File: config.mk
export PLATFORM = sky130hd
export DESIGN_NAME = rr_receiver
export DESIGN_NICKNAME = d
export VERILOG_FILES = /design/src/rtl/rr_receiver.sv
export SDC_FILE = /design/constraint.sdc
export NUM_CORES = 1
export LEC_CHECK = 0
export CORE_UTILIZATION = 34
export DETAILED_ROUTE_END_ITERATION = 10
export GPL_TIMING_DRIVEN = 0
export PLACE_DENSITY_LB_ADDON = 0.15
export SYNTH_ARGS = -nofsm -noshare
export SYNTH_HDL_FRONTEND = slang
export SYNTH_SLANG_ARGS = --single-unit
File: constraint.sdc
create_clock -name clk -period 6.05 [get_ports clk]
set_input_delay 0.9075 -clock clk [delete_from_list [all_inputs] [get_ports clk]]
set_output_delay 0.9075 -clock clk [all_outputs]
set_load 0.05 [all_outputs]
File: src/rtl/rr_receiver.sv
// Round-robin NoC input receiver: merges PORTS_NUM+1 channels into one FIFO write port.
// Optional wormhole packet locking is enabled by defining RR_RECV_PKT_LOCK_EN.
module rr_receiver #(
   parameter int unsigned DATA_SIZE = 4,
   parameter int unsigned ADDR_SIZE = 1,
   parameter int unsigned PORTS_NUM = 4
) (
   input  logic                                        clk,
   input  logic                                        a_rst,
   input  logic                                        is_full,
   input  logic [PORTS_NUM:0]                          in_r,
   input  logic [(DATA_SIZE+ADDR_SIZE+1)*(PORTS_NUM+1)-1:0] data_i,
   output logic                                        wr_req,
   output logic [PORTS_NUM:0]                          in_w,
   output logic [DATA_SIZE+ADDR_SIZE:0]                data_o,
   output logic                                        busy
);

   localparam int unsigned W   = DATA_SIZE + ADDR_SIZE + 1;
   localparam int unsigned NCH = PORTS_NUM + 1;
   localparam int unsigned PW  = (NCH > 1) ? $clog2(NCH) : 1;

   typedef enum logic [1:0] {
      IDLE = 2'd0,
      ACK  = 2'd1,
      LOCK = 2'd2
   } state_e;

   state_e          state_q;
   logic [PW-1:0]   ptr_q;
   logic [PW-1:0]   lock_q;
   logic            wr_req_q;
   logic [NCH-1:0]  in_w_q;
   logic [W-1:0]    data_o_q;
   logic            busy_q;

   logic [W-1:0]    flit_c [NCH];
   logic            rr_vld_c;
   logic [PW-1:0]   rr_idx_c;
   logic [PW-1:0]   idx_c;
   logic            sel_vld_c;
   logic [PW-1:0]   sel_idx_c;
   logic            acc_c;

   for (genvar k = 0; k < NCH; k++) begin : g_slice
      assign flit_c[k] = data_i[k*W +: W];
   end

   // Rotating search from ptr+1; scanning backwards leaves the nearest requester as winner.
   always_comb begin
      rr_vld_c = 1'b0;
      rr_idx_c = '0;
      idx_c    = '0;
      for (int i = int'(NCH); i >= 1; i--) begin
         idx_c = PW'((int'(ptr_q) + i) % int'(NCH));
         if (in_r[idx_c]) begin
            rr_vld_c = 1'b1;
            rr_idx_c = idx_c;
         end
      end
   end

   always_comb begin
      sel_vld_c = 1'b0;
      sel_idx_c = '0;
      case (state_q)
         IDLE: begin
            sel_vld_c = rr_vld_c;
            sel_idx_c = rr_idx_c;
         end
         LOCK: begin
            sel_vld_c = in_r[lock_q];
            sel_idx_c = lock_q;
         end
         default: begin
            sel_vld_c = 1'b0;
            sel_idx_c = '0;
         end
      endcase
      acc_c = sel_vld_c && !is_full;
   end

   // Accept in IDLE/LOCK, then one ACK cycle so the sender can retire the flit.
   always_ff @(posedge clk) begin
      if (a_rst) begin
         state_q  <= IDLE;
         ptr_q    <= PW'(PORTS_NUM);
         lock_q   <= '0;
         wr_req_q <= 1'b0;
         in_w_q   <= '0;
         data_o_q <= '0;
         busy_q   <= 1'b0;
      end else begin
         wr_req_q <= 1'b0;
         in_w_q   <= '0;
         case (state_q)
            IDLE, LOCK: begin
               if (acc_c) begin
                  wr_req_q <= 1'b1;
                  in_w_q   <= NCH'(1'b1) << sel_idx_c;
                  data_o_q <= flit_c[sel_idx_c];
                  state_q  <= ACK;
                  busy_q   <= 1'b1;
                  if (state_q == IDLE) begin
                     ptr_q  <= sel_idx_c;
                     lock_q <= sel_idx_c;
                  end
               end
            end
            ACK: begin
`ifdef RR_RECV_PKT_LOCK_EN
               if (!data_o_q[W-1]) begin
                  state_q <= LOCK;
                  busy_q  <= 1'b1;
               end else begin
                  state_q <= IDLE;
                  busy_q  <= 1'b0;
               end
`else
               state_q <= IDLE;
               busy_q  <= 1'b0;
`endif
            end
            default: begin
               state_q <= IDLE;
               busy_q  <= 1'b0;
            end
         endcase
      end
   end

   assign wr_req = wr_req_q;
   assign in_w   = in_w_q;
   assign data_o = data_o_q;
   assign busy   = busy_q;

endmodule

==> results.txt <==
Cell-by-cell listing of the critical path -> buf_4 > inv_2 > ha_4 > clkbuf_4 > inv_1 > ha_1 > or3b_2 > o22ai_2 > or2_1 > ha_1 > nand2b_1 > o2111ai_1 > o211ai_2 > a211oi_2 > a32o_1 > nor3_1 > a211oi_2 > nand2b_2 > inv_2 > nand2_2 > or2_1 > o221ai_1
Final setup viols -> 0
Synthesized area -> 2760 um^2
Layout Skew -> 0.00192 ns
Initial Util -> 35.4%
Required @ worst endpoint -> 6.21 ns
WP buf/inv -> 5
Worst hold-check path type -> reg2reg
Asr flop ratio synth -> 0%
Total of max-cap violations -> 0
I/O pin count -> 51
Post-synth net total -> 377
Slew at the pin closest to its max-slew limit -> 0.672 ns
Power Dens Cells -> 605 nW/um^2
Worst path arrival time -> 5.70 ns
Leak -> 1.40 nW
Hold_buf cts -> 0
Clock buffer depth -> 2
Final worst path period share -> 91.5%
Netlist cell types -> 88
Clock Latency Late Sink -> 0.25 ns
Die Span X -> 92.2 um
Post-Place Cells -> 466
Critical path endpoint category -> flip-flop
Die Y -> 92.2 um
First-pass detailed-route iteration total -> 4
Post-layout min period -> 5.54 ns
Yosys reg bits -> 16
GP Congestion -> 0.898
Vias -> 2650
DRC Markers -> 0
R2R setup slack -> 0.51 ns
Crit-path max cell delay -> 0.49 ns
First DRT Iteration DRCs -> 116
Hold Fails Final Rpt -> 0
FMAX -> 181 MHz
GRT Total Usage -> 19.1%
Family with the most delay on the worst path -> compound AO/OA/AOI/OAI gates
Headroom to the max-slew limit -> 55.1%
Die area -> 8490 um^2
Crit Path Max Fanout -> 11
Clock root buffer -> clkbuf_8
Area Overhead vs Synth -> 26.3%
Wirelength per Cell -> 16.7 um
Core region area -> 7810 um^2
Post-Route WL -> 7870 um
Synthesis warning total -> 0
Critical Path Start Type -> flip-flop
Unrepaired setup endpoints after global routing -> false
Congestion Overflow GR -> 0
Clock tree from TritonCTS -> built
CTS Buf Count -> 3
Final net count -> 434
Mapped Avg Cell Area -> 8.80 um^2
Layout cells sized above 1 -> 21.6%
Vias in the first global route -> 2635
Number of synthesized flops with an enable pin -> 0
Outcome -> completed
CTS Sinks -> 16
Initial antenna violation count -> 0
Num rows -> 32
Post-Layout Cell Count -> 472
Synth Flop Type -> dfxtp_1
WS Path Type -> reg2reg
Seq/Total Area, Yosys -> 11.6%
Synth Instances -> 314
Worst-path clk slew -> 0.06 ns
VDD IR max -> 0.192 mV
Worst path slowest cell -> dfxtp_2
TNS Setup -> 0 ns
DPL Wire Length -> 6290 um
First-pass GRT wire length -> 13000 um
Final antenna-violating net count -> 0
Final Slew Violations -> 0
I/O Buffers -> 50
ANT cells -> 0
Vias per std cell -> 5.61
H-tree Lvls -> 1
Largest net degree at the start of global routing -> 15
## final timing paths
path         startpoint        end  cells past startpoint
max            ptr_q[0]  data_o[3]                     22
min           data_o[2]  data_o[2]                      2
max reg2reg    ptr_q[0]  data_o[3]                     22
min reg2reg   data_o[2]  data_o[2]                      2
## worst register-to-register path, stage by stage, from the launching register on
cell,delay (ns)
dfxtp_2,0.49
buf_4,0.25
inv_2,0.16
ha_4,0.36
clkbuf_4,0.26
inv_1,0.18
ha_1,0.28
or3b_2,0.45
o22ai_2,0.19
or2_1,0.20
ha_1,0.24
nand2b_1,0.09
o2111ai_1,0.12
o211ai_2,0.23
a211oi_2,0.36
a32o_1,0.26
nor3_1,0.10
a211oi_2,0.39
nand2b_2,0.14
inv_2,0.15
nand2_2,0.07
or2_1,0.27
o221ai_1,0.21
## area by class of cell
| class | instances | area (um^2) |
|---|---|---|
| fill | 788 | 4320 |
| multi-input combinational | 264 | 2280 |
| timing repair buffer | 52 | 515 |
| sequential | 16 | 323 |
| tap | 102 | 128 |
| buffer | 12 | 105 |
| inverter | 22 | 82.6 |
| clock buffer | 4 | 55.1 |
## logic make-up (layout without fill, tap and decap cells)
group	count (synthesis)	after routing	synth area share, %
compound gates	91	91	30.3
xor+xnor	7	7	3.44
fa+ha+maj	25	25	11.3
buf+inv	34	90	6.70
flops	16	16	11.6
mux	30	30	12.9
simple gates	111	111	23.8
## power breakdown
part	switching, mW	internal (mW)	leakage (nW)	total (mW)
combinational	1.04	0.813	1.24	1.85
clock	0.0370	0.0577	0.0288	0.0947
sequential	0.0278	0.136	0.132	0.164
total	1.11	1.01	1.40	2.11
## cell usage in the layout, fill, tap and decap left out, types with 9 or more instances in the layout
master           synthesis  routed
clkdlybuf4s50_1          0      50
ha_1                    25      24
nand2_1                 23      23
nor2_1                  20      20
mux2i_1                 18      18
inv_1                   16      16
dfxtp_1                 16      14
a21oi_1                 10      10
o21ai_0                  9       9
## sequential cells by signal, summed over array words and instances (netlist names)
| register | cells |
|---|---|
| data_o | 6 |
| in_w | 5 |
| ptr_q | 3 |
| wr_req | 1 |
| state_q | 1 |
## synthesized netlist by cell type, drive strengths merged (6+ instances only)
master,instances,area share (%)
ha,25,11
nand2,24,3.3
inv,21,2.9
nor2,20,2.7
mux2i,19,7.0
dfxtp,16,12
a21oi,13,2.8
buf,12,3.7
o21ai,11,2.0
nand2b,9,2.1
mux2,8,3.3
nand3,8,1.4
nor3,8,1.6
o211ai,7,2.3
or2,7,1.6
a211oi,6,2.2
nor2b,6,1.4
xnor2,6,2.9
## metal layers
| metal | GRT usage [%] | share of wire, % | vias up |
|---|---|---|---|
| met5 | 0 | 0 | - |
| met4 | 7.42 | 2.8 | 0 |
| met3 | 2.49 | 4.2 | 14 |
| met2 | 33.0 | 49 | 80 |
| met1 | 23.8 | 44 | 1256 |
| li1 | - | - | 1300 |
## metrics by stage
step	hold slack, ns	utilization, %	setup WS, ns	total power [mW]	area [um^2]
5_1_grt	0.505	44.7	0.0778	2.29	3490
3_3_place_gp	0.445	43.4	-0.0731	1.96	3390
3_5_place_dp	0.456	43.4	-0.117	1.98	3390
6_report	0.466	44.7	0.513	2.11	3490
2_1_floorplan	0.697	-	1.20	1.60	2760
4_1_cts	0.473	44.2	0.0231	2.08	3450
## repair_timing
action,CTS,global route
buffers inserted,0,2
pin swaps,0,2
gates cloned,0,0
gates resized for setup,2,5
setup endpoints to repair,7,12
Note: power is estimated with default switching activity, not from simulation.
